==> src/rtl/fft_r22sdf_wm_pipe_if.sv <==
// Bundle of the data/control signals around the twiddle multiplier.
//   master : producer side (drives x, w, ctr, conj, valid, ce, ovf_clr; reads results)
//   slave  : multiplier side (reads inputs, drives valid_o, ctr_o, z_re_o, z_im_o, ovf_o)
interface fft_r22sdf_wm_pipe_if #(
  parameter int DW            = 24,
  parameter int TWIDDLE_WIDTH = 10,
  parameter int NLOG2         = 10
);
  logic                            ce_i;
  logic                            valid_i;
  logic [NLOG2-1:0]                ctr_i;
  logic                            conj_i;
  logic signed [DW-1:0]            x_re_i;
  logic signed [DW-1:0]            x_im_i;
  logic signed [TWIDDLE_WIDTH-1:0] w_re_i;
  logic signed [TWIDDLE_WIDTH-1:0] w_im_i;
  logic                            ovf_clr_i;
  logic                            valid_o;
  logic [NLOG2-1:0]                ctr_o;
  logic signed [DW-1:0]            z_re_o;
  logic signed [DW-1:0]            z_im_o;
  logic                            ovf_o;

  modport master (
    output ce_i, valid_i, ctr_i, conj_i, x_re_i, x_im_i, w_re_i, w_im_i, ovf_clr_i,
    input  valid_o, ctr_o, z_re_o, z_im_o, ovf_o
  );

  modport slave (
    input  ce_i, valid_i, ctr_i, conj_i, x_re_i, x_im_i, w_re_i, w_im_i, ovf_clr_i,
    output valid_o, ctr_o, z_re_o, z_im_o, ovf_o
  );
endinterface

==> src/rtl/fft_r22sdf_wm_pipe.sv <==
// Pipelined complex twiddle multiplier for R22SDF FFT stages: z = x * w or x * conj(w).
// Karatsuba form with three real multiplies; four enabled-cycle latency, one sample/cycle.
// Result is scaled by 2^-(TWIDDLE_WIDTH-1), optionally rounded half up, then saturated or
// wrapped to DW bits. A sticky flag records any valid result that left the DW range.
// Ports:
//   clk_i    clock
//   rst_n_i  asynchronous active-low reset (clears every register)
//   bus      slave side of fft_r22sdf_wm_pipe_if: ce_i, valid_i, ctr_i, conj_i, x_*_i, w_*_i,
//            ovf_clr_i in; valid_o, ctr_o, z_re_o, z_im_o, ovf_o out
module fft_r22sdf_wm_pipe #(
  parameter int DW            = 24,
  parameter int TWIDDLE_WIDTH = 10,
  parameter int NLOG2         = 10,
  parameter int ROUND         = 1,
  parameter int SATURATE      = 1
) (
  input  logic                    clk_i,
  input  logic                    rst_n_i,
  fft_r22sdf_wm_pipe_if.slave     bus
);

  localparam int TW = TWIDDLE_WIDTH;
  localparam int EW = DW + 1;          // a-b
  localparam int CW = TW + 1;          // c-d, c+d
  localparam int PW = DW + TW + 1;     // full-precision products and sums
  localparam int SW = PW - (TW - 1);   // after the Q1.(TW-1) shift

  localparam logic signed [PW-1:0] RND = (ROUND != 0) ? PW'(64'd1 << (TW - 2)) : PW'(0);

  // Negating the most negative twiddle would wrap back onto itself; clamp it instead.
  function automatic logic signed [TW-1:0] neg_sat(input logic signed [TW-1:0] v);
    if (v == {1'b1, {(TW-1){1'b0}}})
      return {1'b0, {(TW-1){1'b1}}};
    return -v;
  endfunction

  function automatic logic signed [SW-1:0] scale(input logic signed [PW-1:0] v);
    logic signed [PW-1:0] t;
    t = v + RND;
    return t[PW-1:TW-1];
  endfunction

  // Out of range when the bits above the DW sign bit are not all copies of it.
  function automatic logic out_of_range(input logic signed [SW-1:0] s);
    return !((&s[SW-1:DW-1]) || !(|s[SW-1:DW-1]));
  endfunction

  function automatic logic signed [DW-1:0] sat(input logic signed [SW-1:0] s);
    if (out_of_range(s) && (SATURATE != 0))
      return s[SW-1] ? {1'b1, {(DW-1){1'b0}}} : {1'b0, {(DW-1){1'b1}}};
    return s[DW-1:0];
  endfunction

  logic                 vld_p1, vld_p2, vld_p3, vld_p4;
  logic [NLOG2-1:0]     ctr_p1, ctr_p2, ctr_p3, ctr_p4;
  logic signed [DW-1:0] a_p1, b_p1, a_p2, b_p2;
  logic signed [TW-1:0] c_p1, d_p1, c_p2;
  logic signed [EW-1:0] e_p2;
  logic signed [CW-1:0] cmd_p2, cpd_p2;
  logic signed [PW-1:0] f_p3, pb_p3, pa_p3;
  logic signed [DW-1:0] z_re_p4, z_im_p4;
  logic                 ovf_q;

  logic signed [SW-1:0] re_s, im_s;
  logic                 ovf_now;

  always_comb begin
    re_s    = scale(pb_p3 + f_p3);
    im_s    = scale(pa_p3 - f_p3);
    ovf_now = vld_p3 && (out_of_range(re_s) || out_of_range(im_s));
  end

  always_ff @(posedge clk_i or negedge rst_n_i) begin
    if (!rst_n_i) begin
      vld_p1  <= 1'b0;
      vld_p2  <= 1'b0;
      vld_p3  <= 1'b0;
      vld_p4  <= 1'b0;
      ctr_p1  <= '0;
      ctr_p2  <= '0;
      ctr_p3  <= '0;
      ctr_p4  <= '0;
      a_p1    <= '0;
      b_p1    <= '0;
      c_p1    <= '0;
      d_p1    <= '0;
      a_p2    <= '0;
      b_p2    <= '0;
      c_p2    <= '0;
      e_p2    <= '0;
      cmd_p2  <= '0;
      cpd_p2  <= '0;
      f_p3    <= '0;
      pb_p3   <= '0;
      pa_p3   <= '0;
      z_re_p4 <= '0;
      z_im_p4 <= '0;
    end else if (bus.ce_i) begin
      // S1: capture inputs, conjugate the twiddle here
      vld_p1 <= bus.valid_i;
      ctr_p1 <= bus.ctr_i;
      a_p1   <= bus.x_re_i;
      b_p1   <= bus.x_im_i;
      c_p1   <= bus.w_re_i;
      d_p1   <= bus.conj_i ? neg_sat(bus.w_im_i) : bus.w_im_i;
      // S2: pre-adds, one bit of growth each
      vld_p2 <= vld_p1;
      ctr_p2 <= ctr_p1;
      a_p2   <= a_p1;
      b_p2   <= b_p1;
      c_p2   <= c_p1;
      e_p2   <= EW'(a_p1) - EW'(b_p1);
      cmd_p2 <= CW'(c_p1) - CW'(d_p1);
      cpd_p2 <= CW'(c_p1) + CW'(d_p1);
      // S3: the three real products
      vld_p3 <= vld_p2;
      ctr_p3 <= ctr_p2;
      f_p3   <= PW'(c_p2) * PW'(e_p2);
      pb_p3  <= PW'(b_p2) * PW'(cmd_p2);
      pa_p3  <= PW'(a_p2) * PW'(cpd_p2);
      // S4: post-add, round, saturate
      vld_p4  <= vld_p3;
      ctr_p4  <= ctr_p3;
      z_re_p4 <= sat(re_s);
      z_im_p4 <= sat(im_s);
    end
  end

  // Clear wins over a same-cycle set and works regardless of ce_i.
  always_ff @(posedge clk_i or negedge rst_n_i) begin
    if (!rst_n_i)
      ovf_q <= 1'b0;
    else if (bus.ovf_clr_i)
      ovf_q <= 1'b0;
    else if (bus.ce_i && ovf_now)
      ovf_q <= 1'b1;
  end

  assign bus.valid_o = vld_p4;
  assign bus.ctr_o   = ctr_p4;
  assign bus.z_re_o  = z_re_p4;
  assign bus.z_im_o  = z_im_p4;
  assign bus.ovf_o   = ovf_q;

endmodule

==> src/flat_wrapper.sv <==
// flat-port wrapper written by rule: the top's interface ports become plain ports
module fft_r22sdf_wm_pipe_flat 
#(
  parameter int DW            = 24,
  parameter int TWIDDLE_WIDTH = 10,
  parameter int NLOG2         = 10,
  parameter int ROUND         = 1,
  parameter int SATURATE      = 1
)
  (clk_i, rst_n_i, bus_ce_i, bus_valid_i, bus_ctr_i, bus_conj_i, bus_x_re_i, bus_x_im_i, bus_w_re_i, bus_w_im_i, bus_ovf_clr_i, bus_valid_o, bus_ctr_o, bus_z_re_o, bus_z_im_o, bus_ovf_o);
  fft_r22sdf_wm_pipe_if #(.DW(DW), .TWIDDLE_WIDTH(TWIDDLE_WIDTH), .NLOG2(NLOG2)) bus_i ();
  input  logic clk_i;
  input  logic rst_n_i;
  input wire logic [$bits(bus_i.ce_i)-1:0] bus_ce_i;
  input wire logic [$bits(bus_i.valid_i)-1:0] bus_valid_i;
  input wire logic [$bits(bus_i.ctr_i)-1:0] bus_ctr_i;
  input wire logic [$bits(bus_i.conj_i)-1:0] bus_conj_i;
  input wire logic [$bits(bus_i.x_re_i)-1:0] bus_x_re_i;
  input wire logic [$bits(bus_i.x_im_i)-1:0] bus_x_im_i;
  input wire logic [$bits(bus_i.w_re_i)-1:0] bus_w_re_i;
  input wire logic [$bits(bus_i.w_im_i)-1:0] bus_w_im_i;
  input wire logic [$bits(bus_i.ovf_clr_i)-1:0] bus_ovf_clr_i;
  output wire logic [$bits(bus_i.valid_o)-1:0] bus_valid_o;
  output wire logic [$bits(bus_i.ctr_o)-1:0] bus_ctr_o;
  output wire logic [$bits(bus_i.z_re_o)-1:0] bus_z_re_o;
  output wire logic [$bits(bus_i.z_im_o)-1:0] bus_z_im_o;
  output wire logic [$bits(bus_i.ovf_o)-1:0] bus_ovf_o;
  assign bus_i.ce_i = bus_ce_i;
  assign bus_i.valid_i = bus_valid_i;
  assign bus_i.ctr_i = bus_ctr_i;
  assign bus_i.conj_i = bus_conj_i;
  assign bus_i.x_re_i = bus_x_re_i;
  assign bus_i.x_im_i = bus_x_im_i;
  assign bus_i.w_re_i = bus_w_re_i;
  assign bus_i.w_im_i = bus_w_im_i;
  assign bus_i.ovf_clr_i = bus_ovf_clr_i;
  assign bus_valid_o = bus_i.valid_o;
  assign bus_ctr_o = bus_i.ctr_o;
  assign bus_z_re_o = bus_i.z_re_o;
  assign bus_z_im_o = bus_i.z_im_o;
  assign bus_ovf_o = bus_i.ovf_o;
  fft_r22sdf_wm_pipe #(.DW(DW), .TWIDDLE_WIDTH(TWIDDLE_WIDTH), .NLOG2(NLOG2), .ROUND(ROUND), .SATURATE(SATURATE)) u_core (.clk_i(clk_i), .rst_n_i(rst_n_i), .bus(bus_i));
endmodule
==> config.mk <==
export PLATFORM = sky130hd
export DESIGN_NAME = fft_r22sdf_wm_pipe_flat
export DESIGN_NICKNAME = d
export VERILOG_FILES = /design/src/rtl/fft_r22sdf_wm_pipe_if.sv /design/src/rtl/fft_r22sdf_wm_pipe.sv /design/src/flat_wrapper.sv
export SDC_FILE = /design/constraint.sdc
export NUM_CORES = 2
export LEC_CHECK = 0
export CAP_MARGIN = 20
export CORE_MARGIN = 2
export CORE_UTILIZATION = 55
export CTS_CLUSTER_SIZE = 40
export DETAILED_ROUTE_END_ITERATION = 6
export GPL_TIMING_DRIVEN = 0
export PLACE_DENSITY = 0.73
export SYNTH_ARGS = -nofsm -noshare
export SYNTH_HDL_FRONTEND = slang
export SYNTH_SLANG_ARGS = --single-unit
==> constraint.sdc <==
create_clock -name clk_i -period 11.3 [get_ports clk_i]
set_input_delay 3.39 -clock clk_i [delete_from_list [all_inputs] [get_ports clk_i]]
set_output_delay 3.39 -clock clk_i [all_outputs]
set_load 0.005 [all_outputs]
## Yosys cells after proc, flatten, opt, wreduce, memory -nomap -nowiden

Cells that the tools add are included.

| word-level totals | value |
|---|---|
| flip-flop bits (word level) | 371 |
| latch bits | 0 |
| bits in writable memories | 0 |
| bits in read-only memories | 0 |
| input port bits | 84 |
| word-level logic and storage cells | 67 |
| memories kept | 0 |

| operators by class | value |
|---|---|
| add/subtract/negate cells | 8 |
| multipliers | 3 |
| divide/modulo/power cells | 0 |
| order comparisons | 0 |
| eq/ne operators | 1 |
| shifts and indexed selects | 0 |
| multiplexer cells | 17 |
| bitwise logic cells | 0 |
| reduce and logical (&&, ||, !) cells | 14 |

Operators with widths:

| kind | number |
|---|---|
| 24-bit two-way mux | 6 |
| 35-bit by 10-bit adder with 35-bit output (second input constant) | 2 |
| 24-bit by 11-bit multiplier with 35-bit output | 2 |
| 35-bit adder | 1 |
| 10-bit by 25-bit multiplier with 35-bit output | 1 |
| 35-bit subtractor | 1 |
| 10-bit two-way mux | 3 |
| 24-bit by 24-bit subtractor with 25-bit output | 1 |
| 10-bit by 10-bit adder with 11-bit output | 1 |
| 10-bit by 10-bit subtractor with 11-bit output | 1 |
| 10-bit equality test (second input constant) | 1 |
| 10-bit negator | 1 |
| 1-bit two-way mux | 8 |
| 3-bit AND reduction | 2 |
| 3-bit OR reduction | 2 |
| 1-bit zero test | 4 |
| 1-bit logical OR | 3 |
| 1-bit logical AND | 2 |
| 2-bit nonzero test | 1 |

## Longest topological paths before layout

| logic depth | value |
|---|---|
| depth after elaboration | 11 |
| mapped depth | 24 |

## Worst setup path before layout

No wires, ideal clock.

| timing path | value |
|---|---|
| path type | flip-flop to flip-flop |
| start point | register u_core.c_p2[1] |
| end point | register u_core.f_p3[32] |
| library setup time | 125 ps |
| data arrival time | 5955 ps |
| data required time | 11175 ps |
| setup slack | 5220 ps |
| cell stages (with the launch flop) | 23 |
| clock period less this slack | 6080 ps |
| path through | dfrtp_1 > clkbuf_1 > clkbuf_1 > nand2_1 > fa_1 > inv_1 > fa_1 > fa_1 > fa_1 > inv_1 > fa_1 > inv_1 > ha_1 > a21o_1 > a21o_1 > a211oi_2 > o21ai_2 > a221oi_4 > o311ai_2 > a2111o_1 > a31o_1 > xor2_1 > mux2_2 |

| between the ends | value |
|---|---|
| longest elaborated chain between the ends | 1 |

RTL lines:

| what | RTL line | RTL |
|---|---|---|
| start: declaration | fft_r22sdf_wm_pipe.sv:57 | `logic signed [TW-1:0] c_p1, d_p1, c_p2;` |
| start signal: assignment | fft_r22sdf_wm_pipe.sv:111 | `c_p2 <= c_p1;` |
| 10-bit by 25-bit multiplier with 35-bit output | fft_r22sdf_wm_pipe.sv:118 | `f_p3 <= PW'(c_p2) * PW'(e_p2);` |
| end signal: assignment | fft_r22sdf_wm_pipe.sv:118 |  |
| end: declaration | fft_r22sdf_wm_pipe.sv:60 | `logic signed [PW-1:0] f_p3, pb_p3, pa_p3;` |

Every way passes these cells.
A chain may end at the register's enable or synchronous reset.

## Worst setup path in the final report

| timing path | value |
|---|---|
| start point | register u_core.c_p2[9] |
| end point | register u_core.f_p3[32] |

The elaborated chain is that of the path after synthesis.

==> results.yml <==
outcome:
  status: "complete, no violations"
routing:
  drtAntennaViolNets: 0
  avgViaCountPerCell: 5.68
  firstDrtPassIters: 6
  vias: 35800
  route.detailed.wl_per_inst_um: 21.5
  drt_first_iter_violations: 3045
  drc_errors: 0
  wire_length_reported_by_the_detailed_router_mm: 136
setup_path:
  critical_path_peak_fanout: 11
  critical_path.startpoint_type: "flop"
  crit_path_class: "reg -> reg"
  reg2reg_from: "u_core.c_p2[9]"
  worst-endpoint-arrival_ns: 8.05
  cp-end-kind: "flop"
  worst_setup_path_startpoint: "u_core.c_p2[9]"
  crit_required_ns: 11.86
timing:
  finalCriticalPeriod_ns: 7.50
  tightest_slew_ns: 1.20
  finalCritPeriodShare: 0.663
  maxSlewViolCount: 0
  fin_skew_ns: 0.0294
  finalSetupViolations: 0
  rsz0062_at_grt: "false"
  relSlewSlack: 0.198
  finalHoldViolations: 0
  timing.final.ws_setup_ns: 3.80
  top_achievable_clock_speed_ghz: 0.133
  fin_hold_ws_ns: 0.501
global_route:
  grt_pass1_wl_mm: 213
  antenna_violations_before_repair: 9
  vias_in_the_first_global_route: 37200
  grt_start_max_net_pins: 94
  grt.total_usage: 0.324
  total_grt_overflow: 0
yosys:
  synth.top_cells.by_count: "inv_1 (896), fa_1 (682), nand2_1 (587), ha_1 (400), dfrtp_1 (370)"
  number_of_synthesized_flops_with_an_enable_pin: 0
  yosys.cell_count.top_type: "inv_1"
  synth_top_area_cell: "fa_1"
  dominantRegCellSynth: "dfrtp_1"
  post_synth_main_area_contributors: "fa_1 (29%), dfrtp_1 (20%), ha_1 (11%)"
  synthesis.nets: 6101
  synth_sequential_area_ratio: 0.199
  synthesis.yosys.warnings: 0
  total_of_flip_flops_plus_latches_after_synthesis: 370
  synth_area_per_cell_um2: 9.42
  combined_area_of_all_synthesized_cells_um2: 46500
  postSynthCellCount: 4935
  yosys.area.top_type_share: 0.294
  synth_cell_types: 88
  async_reset_ff_frac: 1.00
clock_tree:
  path_clk_slew_ns: 0.06
  clock_sink_count: 370
  post_cts_resize_count: 0
  ctsLongestPathBuffers: 3
  worst_skew_pair.late_latency_ns: 0.62
  cts_made_buffers: 46
  cts-htree-levels: 2
  cts.hold.buffers_added: 0
  cts_tree: "built"
  cts.repair_timing.setup_buffer_count: 0
  cts.root.buffer_cell: "clkbuf_16"
die:
  die_h_um: 295
  placementRows: 106
  io-pin-count: 144
  dieWidth_um: 295
  start_util: 0.556
  core-area_um2: 83700
  die_area_um2: 86900
place:
  port_buffers: 143
  post_place_instance_area_um2: 49500
  gp_congestion: 0.997
  place_ws_ns: 3.82
  dp_hpwl_mm: 110
min_path:
  worst_hold_path_type: "reg -> reg"
  min_from: "u_core.ctr_p3[6]"
final_layout:
  layout-area-overhead-vs-synth_pct: 10.0
  final_design_area_no_fill_um2: 51200
  final_util: 0.611
  fill_cells: 7156
  fin_nets: 6300
  antennaDiodeCount: 0
  drive_above_1_share: 0.0632
job:
  drv.max_cap_violation_count: 0
[layer usage]
layer  vias up  GRT usage  share of wire
li1      15900          -              -
met1     18100      0.432           0.40
met2      1457      0.510           0.45
met3       297     0.0639          0.090
met4         8      0.153          0.056
met5         -          0        0.00034
[cells by family after synthesis]
family	count (synthesis)	share of synthesized area
AND/OR/NAND/NOR	1333	0.135
buffers and inverters	1122	0.0907
flip-flops	370	0.199
multiplexers	209	0.0504
AO/OA/AOI/OAI	647	0.0907
adder cells (fa/ha/maj)	1082	0.401
XOR/XNOR	172	0.0326
[worst paths after layout]
kind / to / slack, ns / depth (start not counted)
max in group asynchronous: u_core.b_p1[16] / 7.35 / 3
min in group asynchronous: u_core.c_p1[7] / 2.70 / 1
setup reg to reg: u_core.f_p3[32] / 3.80 / 21
hold reg to reg: u_core.ctr_p3[6] / 0.50 / 1
hold / removal: u_core.ctr_p3[6] / 0.50 / 1
setup / recovery: u_core.f_p3[32] / 3.80 / 21
[cell type report]
type,instances,area (um2),share of cell area
clock inverter,26,349,0.00682
inverter,896,3360,0.0657
tap,1134,1420,0.0277
sequential,370,9260,0.181
clock buffer,59,1290,0.0252
multi-input combinational,3443,33000,0.645
buffer,226,857,0.0168
timing repair buffer,151,1600,0.0313
[layout by cell type, fill, tap and decap left out, drive strengths merged, types with 20 or more instances in the layout]
cell type | synthesis | layout
clkbuf | 206 | 265
o21ai | 147 | 147
and3 | 20 | 20
o21a | 25 | 25
nand2b | 50 | 50
nand2 | 588 | 588
a21oi | 214 | 214
nor2 | 210 | 210
and2 | 295 | 295
fa | 682 | 682
xnor2 | 115 | 115
ha | 400 | 400
clkdlybuf4s50 | 0 | 142
nand3 | 45 | 45
xor2 | 57 | 57
or3 | 25 | 25
mux2 | 199 | 199
inv | 896 | 901
nor3 | 33 | 33
dfrtp | 370 | 370
nor2b | 22 | 22
buf | 20 | 29
a21o | 74 | 74
[through the flow]
stage                      TNS, ns  instances
after detailed placement         0       6219
final                            0       6305
after floorplan                  0       4935
after CTS                        0       6304
after global placement    -3633.56       6212
after global routing             0       6305
[flip-flops by register name, summed over array words and instances, names as in the netlist, 11 cells and up]
| register | flops |
|---|---|
| u_core.a_p1 | 24 |
| u_core.f_p3 | 35 |
| u_core.b_p1 | 24 |
| u_core.b_p2 | 24 |
| u_core.pa_p3 | 35 |
| u_core.bus.z_im_o | 24 |
| u_core.cpd_p2 | 11 |
| u_core.a_p2 | 24 |
| u_core.pb_p3 | 35 |
| u_core.bus.z_re_o | 24 |
| u_core.e_p2 | 25 |
[critical path, stage by stage (launching register included)]
cell      delay, ns
dfrtp_1        0.58
inv_1          0.41
clkbuf_1       0.63
nor2_1         0.15
fa_1           0.53
fa_1           0.44
fa_1           0.48
fa_1           0.49
inv_1          0.05
fa_1           0.48
inv_1          0.04
ha_1           0.36
a21o_1         0.18
a21o_1         0.18
a211oi_2       0.30
o21ai_2        0.12
a221oi_4       0.44
o311ai_2       0.22
a2111o_1       0.41
a31o_1         0.24
xor2_1         0.46
mux2_2         0.25
Power is not shown: default switching activity piles up to over one toggle a cycle in this logic, so the estimate is an artifact.
